<file path="config.mk">
export PLATFORM = sky130hd
export DESIGN_NAME = spram_dma
export DESIGN_NICKNAME = d
export VERILOG_FILES = /design/src/rtl/spram_dma.sv
export SDC_FILE = /design/constraint.sdc
export NUM_CORES = 1
export LEC_CHECK = 0
export ABC_AREA = 1
export CORE_ASPECT_RATIO = 2
export CORE_MARGIN = 2
export CORE_UTILIZATION = 40
export CTS_CLUSTER_SIZE = 14
export DETAILED_ROUTE_END_ITERATION = 8
export GPL_TIMING_DRIVEN = 0
export PLACE_DENSITY = 0.75
export SYNTH_ARGS = -nofsm -noshare
export SYNTH_HDL_FRONTEND = slang
export SYNTH_SLANG_ARGS = --single-unit
</file>
<file path="constraint.sdc">
create_clock -name clk -period 2.35 [get_ports clk]
set_input_delay 0.3525 -clock clk [delete_from_list [all_inputs] [get_ports clk]]
set_output_delay 0.3525 -clock clk [all_outputs]
set_load 0.1 [all_outputs]
</file>
<file path="src/rtl/spram_dma.sv">
// spram_dma: block fill/dump DMA engine driving the spram port with a wrapping address pointer.
// Define SPRAM_DMA_ARB_EN to gate every RAM access with the arbiter grant gnt.
module spram_dma #(
  parameter int ADDR_WIDTH = 10,
  parameter int DATA_WIDTH = 16
) (
  input  logic                  clk,
  input  logic                  arstn,
  input  logic                  start,
  input  logic                  dir,
  input  logic [ADDR_WIDTH-1:0] base,
  input  logic [ADDR_WIDTH:0]   len,
  output logic                  busy,
  output logic                  done,
  input  logic                  gnt,
  input  logic [DATA_WIDTH-1:0] s_data,
  input  logic                  s_valid,
  output logic                  s_ready,
  output logic [DATA_WIDTH-1:0] m_data,
  output logic                  m_valid,
  input  logic                  m_ready,
  output logic [ADDR_WIDTH-1:0] ram_addr,
  output logic [DATA_WIDTH-1:0] ram_din,
  output logic                  ram_we,
  output logic                  ram_re,
  input  logic [DATA_WIDTH-1:0] ram_dout
);
  typedef enum logic [1:0] {IDLE, FILL, DUMP, FIN} state_t;
  localparam logic [ADDR_WIDTH-1:0] PTR_ONE = ADDR_WIDTH'(1);
  localparam logic [ADDR_WIDTH:0]   CNT_ONE = (ADDR_WIDTH+1)'(1);
  state_t                  state_q, state_d;
  logic [ADDR_WIDTH-1:0]   ptr_q, ptr_d;
  logic [ADDR_WIDTH:0]     rem_q, rem_d, snk_q, snk_d;
  logic [DATA_WIDTH-1:0]   head_q, head_d, tail_q, tail_d;
  logic [1:0]              occ_q, occ_d;
  logic                    inf_q, inf_d;
  logic                    ok, wr, pop;
`ifdef SPRAM_DMA_ARB_EN
  assign ok = gnt;
`else
  assign ok = gnt | 1'b1;
`endif
  always_comb begin
    busy     = (state_q == FILL) || (state_q == DUMP);
    done     = state_q == FIN;
    s_ready  = (state_q == FILL) && ok;
    wr       = s_valid && s_ready;
    ram_we   = wr;
    ram_din  = s_data;
    ram_addr = ptr_q;
    m_valid  = occ_q != 2'd0;
    m_data   = head_q;
    pop      = m_valid && m_ready;
    // the entry popped this cycle frees a slot, which keeps a 2-deep buffer at full rate
    ram_re   = (state_q == DUMP) && ok && (rem_q != '0) && ((occ_q + 2'(inf_q) - 2'(pop)) < 2'd2);
    inf_d    = ram_re;
    occ_d    = occ_q + 2'(inf_q) - 2'(pop);
    head_d   = pop ? ((occ_q == 2'd2) ? tail_q : ram_dout) : ((inf_q && occ_q == 2'd0) ? ram_dout : head_q);
    tail_d   = (inf_q && ((occ_q == 2'd2 && pop) || (occ_q == 2'd1 && !pop))) ? ram_dout : tail_q;
    state_d  = state_q;
    ptr_d    = ptr_q;
    rem_d    = rem_q;
    snk_d    = snk_q;
    case (state_q)
      IDLE: if (start) begin
        ptr_d   = base;
        rem_d   = len;
        snk_d   = len;
        state_d = (len == '0) ? FIN : (dir ? DUMP : FILL);
      end
      FILL: if (wr) begin
        ptr_d   = ptr_q + PTR_ONE;
        rem_d   = rem_q - CNT_ONE;
        state_d = (rem_q == CNT_ONE) ? FIN : FILL;
      end
      DUMP: begin
        ptr_d   = ram_re ? ptr_q + PTR_ONE : ptr_q;
        rem_d   = ram_re ? rem_q - CNT_ONE : rem_q;
        snk_d   = pop ? snk_q - CNT_ONE : snk_q;
        state_d = (pop && snk_q == CNT_ONE) ? FIN : DUMP;
      end
      default: state_d = IDLE;
    endcase
  end
  always_ff @(posedge clk or negedge arstn) begin
    if (!arstn) begin
      state_q <= IDLE;
      ptr_q   <= '0;
      rem_q   <= '0;
      snk_q   <= '0;
      head_q  <= '0;
      tail_q  <= '0;
      occ_q   <= '0;
      inf_q   <= 1'b0;
    end else begin
      state_q <= state_d;
      ptr_q   <= ptr_d;
      rem_q   <= rem_d;
      snk_q   <= snk_d;
      head_q  <= head_d;
      tail_q  <= tail_d;
      occ_q   <= occ_d;
      inf_q   <= inf_d;
    end
  end
endmodule
</file>
## Word level (Yosys, flattened, before mapping)

Cells that the tools add are included.
W data, S select, Z words.

- Bits in registers: 69
- Input bits: 60
- Word-level logic and storage cells: 68

- Add/subtract/negate cells: 5
- Order comparisons: 1
- Equal/unequal tests: 11
- Multiplexer cells: 20
- Reductions and logical operators: 23

Operator list:

| kind | count |
|---|---|
| $mux W16 | 3 |
| $mux W11 | 4 |
| $pmux W11 S3 | 1 |
| $mux W10 | 3 |
| $pmux W10 S3 | 1 |
| $eq A11 B1 Y1 const B | 2 |
| $pmux W11 S2 | 1 |
| $sub A11 B1 Y11 const B | 2 |
| $logic_not A11 Y1 | 1 |
| $reduce_bool A11 Y1 | 1 |
| $add A10 B1 Y10 const B | 1 |
| $mux W2 | 5 |
| $logic_and A1 B1 Y1 | 9 |
| $eq A2 B2 Y1 const B | 3 |
| $ne A2 B2 Y1 const B | 3 |
| $pmux W2 S3 | 1 |
| $reduce_bool A2 Y1 | 3 |
| $eq A2 B1 Y1 const B | 2 |
| $logic_not A2 Y1 | 2 |
| $reduce_and A4 Y1 | 1 |
| $reduce_and A3 Y1 | 1 |
| $reduce_bool A3 Y1 | 1 |
| $add A2 B1 Y2 | 1 |
| $logic_or A1 B1 Y1 | 2 |
| other kinds (6) | 6 |

## Logic depth before layout (Yosys ltp)

Gate-level depths: netlist (run 1).

- Depth in word-level cells: 7
- Mapped depth: 17
- Gate-level depth less buffers: 16

## Least setup slack after synthesis (run 1)

Ideal clock, no wire load.

- Kind: register to output
- From: reg occ_q[0]
- To: out ram_re
- Data arrival time: 3617 ps
- Setup slack: -1619 ps
- Stages on the path, launching flop included: 13
- Path buffers: 0
- Cells stage by stage: dfrtp_1 -> inv_1 -> nand2_2 -> nand3_2 -> nand2_1 -> ha_1 -> inv_1 -> nand2_1 -> nand2_1 -> inv_1 -> nand2_1 -> nand2_2 -> nor3_1

- Word-level cells in the longest chain between the ends: 5
- Elaborated cells on any way between the ends: 6
- Classes of those cells: add/sub: 2; order compare: 1; reduce/logical: 3

Ends and longest elaborated chain:

| item | line | text |
|---|---|---|
| start: declaration | 35 | `logic [1:0] occ_q, occ_d;` |
| start signal: assignment | 93 | `occ_q <= '0;` |
| start signal: assignment | 102 | `occ_q <= occ_d;` |
| $reduce_bool A2 Y1 | 51 | `m_valid = occ_q != 2'd0;` |
| net m_valid | 20 | `output logic m_valid,` |
| $logic_and A1 B1 Y1 | 53 | `pop = m_valid && m_ready;` |
| $sub A2 B1 Y2 | - |  |
| net occ_d[1] | 35 |  |
| $lt A2 B2 Y1 | 55 | `ram_re = (state_q == DUMP) && ok && (rem_q != '0) && ((occ_q + 2'(inf_q) - 2'(pop)) < 2'd2);` |
| $logic_and A1 B1 Y1 | 55 |  |
| end: declaration | 25 | `output logic ram_re,` |

The timed path passes the listed nets, and every way through them passes these cells.

## Final worst setup path (run 1)

- From: reg occ_q[1]
- To: out ram_re

- Word-level cells in the longest chain between the ends: 5
- Elaborated cells on any way between the ends: 6
- Classes of those cells: add/sub: 2; order compare: 1; reduce/logical: 3

Ends and longest elaborated chain:

| item | line |
|---|---|
| parallel branches: the longest is 2 deep, another holds $add A2 B1 Y2 | - |
| $sub A2 B1 Y2 (*) | - |
| net occ_d[1] | 35 |
| $lt A2 B2 Y1 (*) | 55 |
| $logic_and A1 B1 Y1 (*) | 55 |

Mark *: on every way through the listed nets, which the timed path passes.

==> results of run 1 <==
-- flip-flops by register name, indices dropped and copies added, names as in the netlist --
name      count
m_data       16
tail_q       16
rem_q        11
snk_q        11
ram_addr     10
occ_q         2
state_q       2
inf_q         1
-- worst min-delay path by stage --
stage | startpoint | end | slack [ns] | cells after the start
floorplan | arstn | inf_q$_DFF_PN0_ | 0.06 | 0
global placement | rem_q[1]$_DFFE_PN0P_ | rem_q[1]$_DFFE_PN0P_ | 0.46 | 2
detailed placement | rem_q[1]$_DFFE_PN0P_ | rem_q[1]$_DFFE_PN0P_ | 0.46 | 2
CTS | arstn | snk_q[1]$_DFFE_PN0P_ | 0.19 | 1
global route | arstn | m_data[6]$_DFFE_PN0P_ | 0.23 | 1
finish | arstn | m_data[9]$_DFFE_PN0P_ | 0.15 | 1
-- synth_stat cells (all sizes together) --
library cell and count:
nand2 190, inv 90, dfrtp 69, o21ai 63, nand3 59, nor2 39
buf 29, o211ai 17, clkbuf 11, ha 11, a21oi 7, nand4 4
nor3 3, nand3b 2, o21bai 2, or2 2, xnor2 2, xor2 2
a22oi 1
-- layout by cell type (no fill, tap or decap), types with 2 or more instances in the layout --
cell and count:
buf_4 27, nor2_1 35, buf_2 8, xor2_1 2
ha_1 9, dlygate4sd2_1 3, nand3b_1 2, clkbuf_16 9
nor2_2 4, o21ai_1 5, xnor2_1 2, nand2_2 6
clkbuf_2 2, clkbuf_8 3, nor3_1 2, o211ai_1 17
clkdlybuf4s50_1 81, buf_6 2, o21ai_0 57, inv_6 2
dfrtp_1 68, clkbuf_1 11, nand4_1 4, clkinv_2 3
inv_1 87, o21bai_1 2, a21oi_1 7, nand2_1 182
nand3_1 57
-- final cells by class --
type,count,share of cell area [%]
Clock buffer,12,4.63
Buffer,40,4.08
Multi-Input combinational cell,404,34.7
Inverter,90,6.04
Tap cell,137,2.98
Clock inverter,4,0.782
Sequential cell,69,30.0
Timing Repair Buffer,98,16.8
-- timing repair --
action / 4_1_cts / 5_1_grt
gates resized for setup: 18 / 21
hold buffers: 0 / 0
setup endpoints to repair: 6 / 4
setup buffers: 1 / 7
pin swaps: 2 / 8
-- worst max-delay path, cell delays in order (launching register included) --
cell     delay (ns)
dfrtp_1        0.42
buf_6          0.15
inv_6          0.07
nand2_8        0.06
nand3_4        0.09
nand2_4        0.06
ha_4           0.16
inv_2          0.04
nand2_2        0.05
nand2_2        0.07
inv_1          0.04
nand2_1        0.06
nand2_2        0.08
nor3_4         0.22
buf_12         0.20
-- logic make-up (layout without fill, tap and decap cells) --
kind of cell	count (synthesis)	after routing
adder cells (fa/ha/maj)	11	11
AO/OA/AOI/OAI	90	90
buffers and inverters	130	244
flip-flops	69	69
XOR/XNOR	4	4
AND/OR/NAND/NOR	299	299
-- layer usage --
metal / vias to the layer above / global-route usage, % / share of wire [%]
met5: - / 0 / 0
met2: 181 / 40.7 / 56
met1: 2016 / 20.5 / 33
met4: 0 / 13.7 / 5.1
met3: 55 / 4.04 / 5.2
li1: 2103 / - / -
-- metrics by stage --
step,instance area [um^2],utilization [%],hold slack [ns],instances
after floorplan,4260,-,0.0569,603
after global placement,5330,51.2,0.461,830
after detailed placement,5330,51.2,0.458,830
after CTS,5660,54.3,0.188,847
after global routing,5760,55.3,0.231,854
final,5760,55.3,0.150,854
==> impl_metrics.tcl, run 1 <==
set metrics [dict create \
    synth_fa_ha_area_share_pct 3.25 \
    fin_crit_ns 2.48 \
    synth_cell_type_count 28 \
    worstReg2RegStart "occ_q[1]$_DFF_PN0_" \
    crit_start "occ_q[1]$_DFF_PN0_" \
    synth_area_leaders "dfrtp_1 41%, nand2_1 17%, inv_1 7.9%, nand3_1 6.9%, o21ai_0 6.7%" \
    avgSynthCellArea_um2 7.01 \
    crit_fanout 3 \
    final_layout_size_suffix_gt1_share_pct 11.2 \
    core_area_um2 10400 \
    synth_top_area_cell "dfrtp_1" \
    clock_sinks 69 \
    synth_top_area_share_pct 40.8 \
    multiInputGateArea_um2 2000 \
    start_kind "register" \
    status "finished with violations" \
    nNetsFinal 783 \
    drv_cap 0 \
    max_slew.worst_pin.slew_ns 0.981 \
    crit_end "ram_re" \
    antennaDiodeCount 0 \
    synth.cell_area_um2 4230 \
    synthXorXnorAreaFrac_pct 0.828 \
    cts_max_level 3 \
    seq_area_frac_synth_pct 40.8 \
    fmax_mhz 404 \
    synth-seq-cells 69 \
    antenna_found_initial 0 \
    worst-setup-path-type "reg -> out" \
    clk_pin_slew_ns 0.06 \
    fillerInstances 979 \
    grt_max_degree 70 \
    dp.final_hpwl_um 9210 \
    ant_nets 0 \
    postLayoutSetupSlackWorst_ns -0.126 \
    dieArea_um2 11500 \
    drt_iter0_markers 222 \
    synthesis.nets 674 \
    cp.arrival_ns 2.12 \
    critPathRequiredTime_ns 2.00 \
    rrSetupSlack_ns 0.14 \
    final-max-slew-violation-count 0 \
    syn2layout_area_growth_pct 36.2 \
    wl_per_cell_um 14.0 \
    synth_compound_area_share_pct 12.1 \
    clockBufferDepth 2 \
    synth_mux_area_share_pct 0 \
    fp.dieH_um 149 \
    reg2reg_depth 17 \
    rsz0062_at_grt "true" \
    violations "setup timing" \
    seqCellArea_um2 1730 \
    setup_violations 1 \
    start_util_pct 40.6 \
    period_share_pct 105 \
    fp.dieW_um 76.7 \
    grt_overflow_total 0 \
    io_pins 108 \
    synthCells 603 \
    end_kind "output port" \
    vias_per_cell 5.10 \
    routabilityCongestion 0.867 \
    first_pass_iters 5 \
    skew_ns 0.00766 \
    gr-usage-all-layers_pct 21.4 \
    cts_tree "yes" \
    hold_viol_final 0 \
    io_buffers 90 \
    grt_pass1_vias 4298 \
    row_count 53 \
    cts_root_buf "clkbuf_16" \
    relSlewSlack_pct 34.4 \
    synth-simple-area-share_pct 29.4 \
    worstHoldPathType "in -> async" \
    cts_inserted_buffers 9 \
    vias 4355 \
    r2r-end "rem_q[2]$_DFFE_PN0P_" \
    clock_latency_ns 0.33 \
    synth_top_family_by_area "simple AND/OR/NAND/NOR gates" \
    ys_warn_count 0 \
    setup_tns_ns -0.126 \
    wirelength_um 12000 \
    place_ws_ns -1.29 \
    grt_pass1_wl_um 19600 \
    drc 0 \
]
Power of run 1 is not shown: default switching activity piles up to over one toggle a cycle in this logic, so the estimate is an artifact.
==> inputs of run 2 (changes only) <==
Settings changed: CORE_UTILIZATION 40 to 50, CTS_CLUSTER_DIAMETER set to 150, PLACE_DENSITY 0.75 to 0.89.
==> run 2 against run 1 <==
Effect of this change: the flow still finishes with violations (setup timing); hold slack better by 0.0040 ns; first-iteration DRC count up 55%; wire length up 3.4%; highest routed layer unchanged.
==> impl_metrics.tcl, run 2 (synthesized netlist as in run 1, its figures left out) <==
set metrics [dict create \
    cts_root_buf "clkbuf_16" \
    critPathRequiredTime_ns 2.00 \
    vias 4430 \
    grt_pass1_wl_um 20200 \
    cts_max_level 3 \
    cp_cell_sequence "nor2_2, nor2_2, inv_2, nand2_1, nand2_1, ha_2, inv_2, nand2_2, nand2_2, inv_2, nand2_2, nand2_4, nor3_4, buf_12" \
    antennaDiodeCount 0 \
    final_common_cell "nand2_1" \
    clk_pin_slew_ns 0.06 \
    routabilityCongestion 0.961 \
    end_kind "output port" \
    postLayoutSetupSlackWorst_ns -0.157 \
    drc 0 \
    skew_ns 0.00761 \
    wirelength_um 12400 \
    place_inst 791 \
    vias_per_cell 5.44 \
    start_util_pct 51.4 \
    start_kind "register" \
    grt_max_degree 70 \
    rrSetupSlack_ns 0.12 \
    io_pins 108 \
    layout_common_cells "182 x nand2_1, 85 x inv_1, 81 x clkdlybuf4s50_1" \
    worstHoldPathType "in -> async" \
    grt_pass1_vias 4604 \
    ant_nets 0 \
    fin_crit_ns 2.51 \
    r2r-end "rem_q[0]$_DFFE_PN0P_" \
    final_layout_size_suffix_gt1_share_pct 11.2 \
    clock_sinks 69 \
    nNetsFinal 782 \
    status "finished with violations" \
    drv_cap 0 \
    gr-usage-all-layers_pct 26.9 \
    io_buffers 90 \
    fin_cells 814 \
    first_pass_iters 5 \
    fp.dieW_um 69.0 \
    cp.arrival_ns 2.15 \
    cts_tree "yes" \
    setup_violations 1 \
    critPathBufInv 4 \
    rsz0062_at_grt "true" \
    grt_overflow_total 0 \
    crit_fanout 4 \
    clock_latency_ns 0.33 \
    hold_viol_final 0 \
    fp.dieH_um 134 \
    cts_inserted_buffers 9 \
    clockBufferDepth 2 \
    dp.final_hpwl_um 9010 \
    reg2reg_depth 17 \
    period_share_pct 107 \
    antenna_found_initial 0 \
    row_count 47 \
    slowest_delay_ns 0.43 \
    drt_iter0_markers 344 \
    hold_buffers 0 \
    core_area_um2 8230 \
    fmax_mhz 399 \
    max_slew.worst_pin.slew_ns 0.978 \
    worstReg2RegStart "occ_q[1]$_DFF_PN0_" \
    final-max-slew-violation-count 0 \
    crit_slowest_cell "dfrtp_2" \
    dieArea_um2 9250 \
    violations "setup timing" \
    relSlewSlack_pct 34.6 \
    syn2layout_area_growth_pct 33.9 \
    crit_family "simple AND/OR/NAND/NOR gates" \
    wl_per_cell_um 15.2 \
    worst-setup-path-type "reg -> out" \
]
run 2: cell types whose count changed in the layout (fill, tap and decap cells not counted), moves of 2 or more:
cell,previous run,this run
clkinv_2,3,1
inv_1,87,85
inv_2,1,4
buf_6,2,0
clkbuf_8,3,1
clkinv_4,0,2
inv_6,2,0
run 2: worst max-delay path by stage:
stage,startpoint,endpoint,slack [ns],cells after the start
after floorplan,occ_q[1]$_DFF_PN0_,ram_re,-0.15,12
after global placement,arstn,ram_addr[6]$_DFFE_PN0P_,-1.49,1
after detailed placement,m_ready,ram_re,-1.28,15
after CTS,occ_q[0]$_DFF_PN0_,ram_re,-0.1,13
after global routing,occ_q[1]$_DFF_PN0_,ram_re,-0.25,14
final,occ_q[1]$_DFF_PN0_,ram_re,-0.16,14
run 2: repair_timing:
action / CTS / global route
hold endpoints to repair: 0 / 0
buffers inserted: 3 / 4
setup endpoints to repair: 6 / 4
pin swaps: 4 / 9
gates resized for setup: 20 / 14
run 2: metrics by stage:
step	setup WS (ns)	utilization, %	hold WS [ns]	instance area, um^2	TNS, ns
6_report	-0.157	68.8	0.154	5660	-0.157
5_1_grt	-0.252	68.8	0.224	5660	-0.283
3_5_place_dp	-1.28	64.1	0.473	5280	-6.84
4_1_cts	-0.0983	68.2	0.181	5620	-0.0983
3_3_place_gp	-1.49	64.2	0.460	5280	-106.08
2_1_floorplan	-0.151	-	0.0569	4260	-0.161
run 2: layout make-up:
type,instances,area (um^2)
plain buffers,40,235
clock buffers,11,243
clock inverters,5,60.1
fillers,661,2570
inverters,90,340
multi-input cells,404,1980
flip-flops and latches,69,1730
well taps,98,123
repair buffers,97,951
run 2: layer usage:
layer,up-vias,GRT usage (%),part of all wire (%)
li1,2106,-,-
met1,2029,24.4,33
met2,224,51.2,55
met3,71,5.11,5.5
met4,0,19.9,6.2
met5,-,0,0
run 2: worst register-to-register path, stage by stage (launching register included):
cell     delay (ns)
dfrtp_2        0.43
nor2_2         0.07
nor2_2         0.16
inv_2          0.07
nand2_1        0.06
nand2_1        0.05
ha_2           0.19
inv_2          0.06
nand2_2        0.04
nand2_2        0.09
inv_2          0.04
nand2_2        0.07
nand2_4        0.06
buf_4          0.14
o21ai_4        0.17
buf_2          0.28
nand3_1        0.11
nand2_1        0.08
Power of run 2 is left out for the same reason.
